--- config.mk ---
export PLATFORM = sky130hd
export DESIGN_NAME = rob_alloc
export DESIGN_NICKNAME = d
export VERILOG_FILES = /design/src/rtl/rob_alloc_pkg.sv /design/src/rtl/rob_alloc_ptr_adv.sv /design/src/rtl/rob_alloc.sv
export SDC_FILE = /design/constraint.sdc
export NUM_CORES = 1
export LEC_CHECK = 0
export CORE_UTILIZATION = 51
export CTS_CLUSTER_DIAMETER = 150
export DETAILED_ROUTE_END_ITERATION = 12
export PLACE_DENSITY = 0.81
export SLEW_MARGIN = 20
export SYNTH_ARGS = -nofsm -noshare
export SYNTH_HDL_FRONTEND = slang
export SYNTH_HIERARCHICAL = 1
export SYNTH_SLANG_ARGS = --single-unit
export TNS_END_PERCENT = 5
--- constraint.sdc ---
create_clock -name clk -period 4.2 [get_ports clk]
set_clock_uncertainty 0.15 [all_clocks]
set_input_delay 1.26 -clock clk [delete_from_list [all_inputs] [get_ports clk]]
set_output_delay 1.26 -clock clk [all_outputs]
set_load 0.1 [all_outputs]
--- src/rtl/rob_alloc_pkg.sv ---
// Shared ROB sizing constants and the occupancy classification used by the
// allocator. Consumers size their ROB index ports from DEF_ROB_ADDR_W.
package rob_alloc_pkg;

  localparam int DEF_WIDTH      = 4;
  localparam int DEF_ROB_DEPTH  = 32;
  localparam int DEF_ROB_ADDR_W = 5;
  localparam int DEF_CNT_W      = 3;

  typedef enum logic [1:0] {
    OCC_EMPTY,
    OCC_PARTIAL,
    OCC_FULL
  } occ_e;

endpackage

--- src/rtl/rob_alloc_ptr_adv.sv ---
// Modulo pointer add for a power-of-two ROB: the sum simply wraps at ADDR_W bits.
module rob_ptr_adv
  import rob_alloc_pkg::*;
#(
  parameter int ADDR_W = DEF_ROB_ADDR_W,
  parameter int CNT_W  = DEF_CNT_W
) (
  input  logic [ADDR_W-1:0] ptr,
  input  logic [CNT_W-1:0]  n,
  output logic [ADDR_W-1:0] res
);

  assign res = ptr + ADDR_W'(n);

endmodule

--- src/rtl/rob_alloc.sv ---
// ROB slot allocator: circular head/tail/count bookkeeping, lane index offer,
// commit reclaim, flush, and sticky protocol-violation detection.
module rob_alloc
  import rob_alloc_pkg::*;
#(
  parameter int WIDTH      = DEF_WIDTH,
  parameter int ROB_DEPTH  = DEF_ROB_DEPTH,
  parameter int ROB_ADDR_W = DEF_ROB_ADDR_W,
  parameter int CNT_W      = DEF_CNT_W
) (
  input  logic                        clk,
  input  logic                        rst,
  input  logic [CNT_W-1:0]            alloc_take,
  input  logic [CNT_W-1:0]            commit_count,
  input  logic                        flush,
  output logic [ROB_ADDR_W*WIDTH-1:0] rob_entries,
  output logic [WIDTH-1:0]            alloc_avail,
  output logic [ROB_ADDR_W-1:0]       rob_head,
  output logic [ROB_ADDR_W:0]         rob_count,
  output logic                        rob_full,
  output logic                        rob_empty,
  output logic                        proto_err
);

  logic [ROB_ADDR_W-1:0] head_q, head_d, tail_q, tail_d;
  logic [ROB_ADDR_W-1:0] head_adv, tail_adv;
  logic [ROB_ADDR_W:0]   count_q, count_d, free_slots;
  logic                  err_q, err_d;
  logic                  take_ok, commit_ok;
  logic [CNT_W-1:0]      take_eff, commit_eff;
  occ_e                  occ;

  assign free_slots = (ROB_ADDR_W+1)'(ROB_DEPTH) - count_q;

  rob_ptr_adv #(.ADDR_W(ROB_ADDR_W), .CNT_W(CNT_W)) u_head_adv (
    .ptr(head_q), .n(commit_eff), .res(head_adv)
  );

  rob_ptr_adv #(.ADDR_W(ROB_ADDR_W), .CNT_W(CNT_W)) u_tail_adv (
    .ptr(tail_q), .n(take_eff), .res(tail_adv)
  );

  for (genvar i = 0; i < WIDTH; i++) begin : g_lane
    rob_ptr_adv #(.ADDR_W(ROB_ADDR_W), .CNT_W(CNT_W)) u_lane_adv (
      .ptr(tail_q), .n(CNT_W'(i)), .res(rob_entries[i*ROB_ADDR_W +: ROB_ADDR_W])
    );
  end

  // Legality uses registered count only: a same-cycle commit frees nothing for allocation.
  always_comb begin
    take_ok    = (alloc_take <= CNT_W'(WIDTH)) &&
                 ((ROB_ADDR_W+1)'(alloc_take) <= free_slots);
    commit_ok  = (commit_count <= CNT_W'(WIDTH)) &&
                 ((ROB_ADDR_W+1)'(commit_count) <= count_q);
    take_eff   = take_ok   ? alloc_take   : '0;
    commit_eff = commit_ok ? commit_count : '0;
    err_d      = err_q | ~take_ok | ~commit_ok;
    head_d     = head_adv;
    if (flush) begin
      tail_d  = head_adv;
      count_d = '0;
    end else begin
      tail_d  = tail_adv;
      count_d = count_q + (ROB_ADDR_W+1)'(take_eff) - (ROB_ADDR_W+1)'(commit_eff);
    end
  end

  always_ff @(posedge clk) begin
    if (rst) begin
      head_q  <= '0;
      tail_q  <= '0;
      count_q <= '0;
      err_q   <= 1'b0;
    end else begin
      head_q  <= head_d;
      tail_q  <= tail_d;
      count_q <= count_d;
      err_q   <= err_d;
    end
  end

  always_comb begin
    alloc_avail = '0;
    for (int unsigned i = 0; i < WIDTH; i++) begin
      alloc_avail[i] = free_slots > (ROB_ADDR_W+1)'(i);
    end
  end

  always_comb begin
    occ = OCC_PARTIAL;
    if (count_q == '0)
      occ = OCC_EMPTY;
    else if (count_q == (ROB_ADDR_W+1)'(ROB_DEPTH))
      occ = OCC_FULL;
  end

  assign rob_head  = head_q;
  assign rob_count = count_q;
  assign rob_full  = (occ == OCC_FULL);
  assign rob_empty = (occ == OCC_EMPTY);
  assign proto_err = err_q;

endmodule

# Word-level counts from Yosys, hierarchy flattened
# Cells that the tools add are included.
[classes] add_sub_neg=8 order_cmp=8 n_eq_ne=2 n_mux=5 bitwise_logic=4 n_reduce_logical=5
[op_table] cell="$gt 6x1->1 const B" count=2
[op_table] cell="$gt 6x2->1 const B" count=2
[op_table] cell="$le 3x6->1" count=2
[op_table] cell="$add 5x2->5 const B" count=2
[op_table] cell="$add 5x3->5" count=2
[op_table] cell="$add 6x3->6" count=1
[op_table] cell="$eq 6x6->1 const B" count=1
[op_table] cell="$le 3x3->1 const B" count=2
[op_table] cell="$logic_not 6->1" count=1
[op_table] cell="$mux 3" count=2
[op_table] cell="$sub 6x3->6" count=1
[op_table] cell="$sub 6x6->6 const A" count=1
[op_table] cell="$add 5x1->5 const B" count=1
[op_table] cell="$mux 5" count=1
[op_table] cell="$mux 2" count=2
[op_table] cell="$eq 2x2->1 const B" count=1
[op_table] cell="$logic_and 1x1->1" count=2
[op_table] cell="$logic_not 2->1" count=1
[op_table] cell="$not 1->1" count=2
[op_table] cell="$or 1x1->1" count=2
[op_table] cell="$reduce_or 2->1" count=1
[totals] ff_bits=17 inputBits=9 elab_cells=36

# Logic depth before layout (Yosys ltp)
[logic_depth] depth_word=6 mapped_depth=19 ltp_nobuf=18

# Cells and area by module
# The synthesis kept the hierarchy.
[modules_own_cells] mod="rob_alloc" n_inst=1 cells_per_inst=138 area_per_inst_um2=1213.7 seq_area_each_um2=340.3
[modules_own_cells] mod="rob_ptr_adv" n_inst=6 cells_per_inst=15 area_per_inst_um2=137.6 seq_area_each_um2=0.0

# Least setup slack after synthesis
# No wires, ideal clock.
[synth_timing] path_type="reg2out" startpoint="reg count_q[1] (netlist: rob_count[1])" endpoint="out alloc_avail[2]" arrival_ns=3.730 slack_ns=-0.940 path_stages_with_launch=5 n_path_buf=0 path_cell_list="dfxtp_1 -> inv_1 -> ha_1 -> inv_1 -> o21ai_0"
[synth_between] elab_chain_cells=2
[synth_lines] element="start, declared" line_no="rob_alloc.sv:27" rtl="logic [ROB_ADDR_W:0] count_q, count_d, free_slots;"
[synth_lines] element="start signal, assigned" line_no="rob_alloc.sv:77" rtl="count_q <= count_d;"
[synth_lines] element="$sub 6x6->6" line_no="rob_alloc.sv:33" rtl="assign free_slots = (ROB_ADDR_W+1)'(ROB_DEPTH) - count_q;"
[synth_lines] element="$gt 6x2->1" line_no="rob_alloc.sv:85" rtl="alloc_avail[i] = free_slots > (ROB_ADDR_W+1)'(i);"
[synth_lines] element="end, declared" line_no="rob_alloc.sv:17" rtl="output logic [WIDTH-1:0] alloc_avail,"
# Every way passes these cells.

# Final worst setup path
[layout_timing] startpoint="in alloc_take[2]" endpoint="reg count_q[4] (netlist: rob_count[4])"
[layout_between] elab_chain_cells=5 elab_cells_between_ends=6 cone_classes="2 x add/sub; 2 x order compare; 1 x mux; 1 x reduce/logical"
[layout_lines] element="start, declared" line_no="rob_alloc.sv:13" rtl="input logic [CNT_W-1:0] alloc_take,"
[layout_lines] element="$le 3x6->1 or $le 3x3->1 (tied branches)" line_no="rob_alloc.sv:52, rob_alloc.sv:51"
[layout_lines] element="$logic_and 1x1->1" line_no="rob_alloc.sv:51" rtl="take_ok = (alloc_take <= CNT_W'(WIDTH)) &&"
[layout_lines] element="$mux 3 (*)" line_no="rob_alloc.sv:55" rtl="take_eff = take_ok ? alloc_take : '0;"
[layout_lines] element="$add 6x3->6 (*)" line_no="rob_alloc.sv:64" rtl="count_d = count_q + (ROB_ADDR_W+1)'(take_eff) - (ROB_ADDR_W+1)'(commit_eff);"
[layout_lines] element="$sub 6x3->6 (*)" line_no="rob_alloc.sv:64"
# Every way passes the cells marked *; elsewhere a longest branch is shown, timed or not.
# A chain may end at the register's enable or synchronous reset.

==> reports/results.ini <==
[status]
status=completed

[drt]
drc=0
postRouteAntennaNets=0
vias_per_cell=4.90
wirelength_mm=4.50
num_vias=1733
first_pass_iters=4
wl_per_cell_um=12.7
drtIter0Drc=59

[sta]
whs_ns=0.364
min_period_over_period_pct=95.9
hold_viol=0
tightestPinTransition_ns=0.979
period_needed_ns=4.03
final-setup-viol-count=0
worst_slack_ns=0.170
max_freq_ghz=0.248
slew_viol_final=0
relSlewSlack_pct=34.5

[clock_tree]
clk_path_buf_depth=2
clock_latency_ns=0.25
clk_pin_slew_ns=0.07
cts_inserted_buffers=3
root_buffer=clkbuf_8
cts.sinks=17
cts_tree=built
htree_levels=1

[grt]
grt_max_degree=14
gr-total-overflow=0
grt_pass1_wl_mm=7.26
antenna_found_initial=0
grt_pass1_vias=1689
grtUsageTotal_pct=21.5

[hold_path]
min-delay-start=proto_err
whs_path_depth=2
worstHoldEndpoint=proto_err
hold_class=reg -> reg

[yosys]
yosys_warnings=6
syn_inst=228
ys_types=36
synth_area_leader_cell=ha_1
avgSynthCellArea_um2=8.94
yosysMostFrequentCell=inv_1
synthTopCellsByArea=ha_1 (23%), dfxtp_1 (17%), xnor2_1 (9.0%)
async_reset_ff_share_pct=0
synth_area_um2=2040
ys_ff_latch=17
synth_commonest_cells=inv_1 (43), ha_1 (37), xnor2_1 (21)
synth-edff-count=0
yosysTopAreaCellShare_pct=22.7
synth-main-ff-cell=dfxtp_1
synth-seq-area-share_pct=16.7

[layout]
syn_to_final_growth_pct=36.1
fin_nets=362
fillCellCount=306
antennaDiodeCount=0
stdcell_area_um2=2780
final_cell_count_no_fill=354
layout-drive-gt1-share_pct=29.1

[place]
dp_cells=348
place_congestion=0.877
portBuffers=46
dpl_cell_area_um2=2630
pre_cts_ws_ns=-0.335
hpwl_mm=3.59

[setup_path]
r2r_slack_ns=0.51
crit_type=in -> reg
endpoint_kind=flop
cp-start-kind=input port
reg2regPathDepth=18
arrival_ns=4.03
regToRegEndpoint=rob_count[4]
cp_max_fo=2
r2r-start=rob_count[1]
required_ns=4.20

[floorplan]
core_area_um2=3740
die_w_um=65.2
start_util_pct=54.5
fp.dieH_um=65.2
ios=47
rows=22
fp.dieArea_um2=4260

[job]
cap_violations=0

## cells in the final DEF, fill, tap and decap left out, drive strengths merged, types with 2 or more instances in the layout
| cell type | Yosys | routed |
|---|---|---|
| fa | 9 | 9 |
| and2 | 7 | 7 |
| a21oi | 9 | 9 |
| dlymetal6s2s | 0 | 4 |
| nand2 | 2 | 2 |
| conb | 2 | 16 |
| a21o | 7 | 7 |
| o21a | 2 | 2 |
| buf | 2 | 48 |
| nor3b | 2 | 2 |
| inv | 43 | 43 |
| o21ai | 13 | 13 |
| mux2i | 6 | 6 |
| dfxtp | 17 | 17 |
| nor2 | 12 | 12 |
| ha | 37 | 37 |
| nor2b | 13 | 13 |
| clkdlybuf4s50 | 0 | 10 |
| or3 | 2 | 2 |
| clkbuf | 1 | 3 |
| nor3 | 2 | 2 |
| xnor2 | 21 | 21 |
| nand3 | 7 | 7 |
| and3 | 3 | 3 |
## critical path: stages
cell,delay (ns)
clkdlybuf4s50_1,0.43
ha_1,0.32
o21a_1,0.11
o21ai_1,0.12
or3_4,0.15
nand3_2,0.07
fa_1,0.51
inv_2,0.04
buf_4,0.13
fa_2,0.40
a21oi_2,0.13
nor2_1,0.05
nor2_1,0.12
xnor2_1,0.13
nor2_1,0.05
## registers in the layout, summed over array words and instances (netlist names)
register	count
tail_q	5
rob_count	6
proto_err	1
rob_head	5
## layout make-up
| class | instances | area [µm²] | share of cell area, % |
|---|---|---|---|
| multi-input cells | 179 | 1640 | 59.2 |
| repair buffers | 63 | 523 | 18.8 |
| flip-flops and latches | 17 | 340 | 12.3 |
| inverters | 43 | 161 | 5.81 |
| well taps | 48 | 60.1 | 2.16 |
| clock buffers | 3 | 41.3 | 1.49 |
| clock inverters | 1 | 7.51 | 0.270 |
## worst max path at each step
stage | endpoint | start | slack [ns]
6_report | rob_count[4] | alloc_take[2] | 0.17
5_1_grt | rob_count[4] | alloc_take[2] | -0.02
4_1_cts | rob_count[4] | alloc_take[0] | 0.008
3_5_place_dp | rob_count[5] | alloc_take[1] | -0.34
3_3_place_gp | rob_count[4] | commit_count[0] | -0.22
2_1_floorplan | alloc_avail[2] | rob_count[1] | -0.18
## cell families (layout without fill, tap and decap cells)
kind of cell,Yosys count,in the layout,share of synthesized area [%]
AOI/OAI and AO/OA,35,35,13.0
and+or+nand+nor,54,54,17.2
DFF,17,17,16.7
other,2,16,0.368
buffers and inverters,46,110,8.83
muxes,6,6,2.94
xor gates and xnor gates,22,22,9.45
adders and majority gates,46,46,31.5
## stage by stage
step | util [%] | TNS [ns]
after floorplan | - | -0.819
final | 74.2 | 0
after global placement | 70.2 | -0.726
after CTS | 72.1 | 0
after detailed placement | 70.2 | -1.35
after global routing | 74.2 | -0.0191
## per-layer routing
layer  global-route usage [%]  vias up  wire (µm)
met5                        0        -          0
met2                     34.5       29       2160
met4                     4.89        0         29
li1                         -      884          -
met3                     1.04        2         89
met1                     31.5      818       2220
## repair_timing
item,4_1_cts,5_1_grt
pin swaps,3,10
endpoints found under the setup margin,3,4
hold buffers,0,0
buffers inserted,1,1
resized for setup,5,17
Power is not shown: default switching activity piles up to over one toggle a cycle in this logic, so the estimate is an artifact.
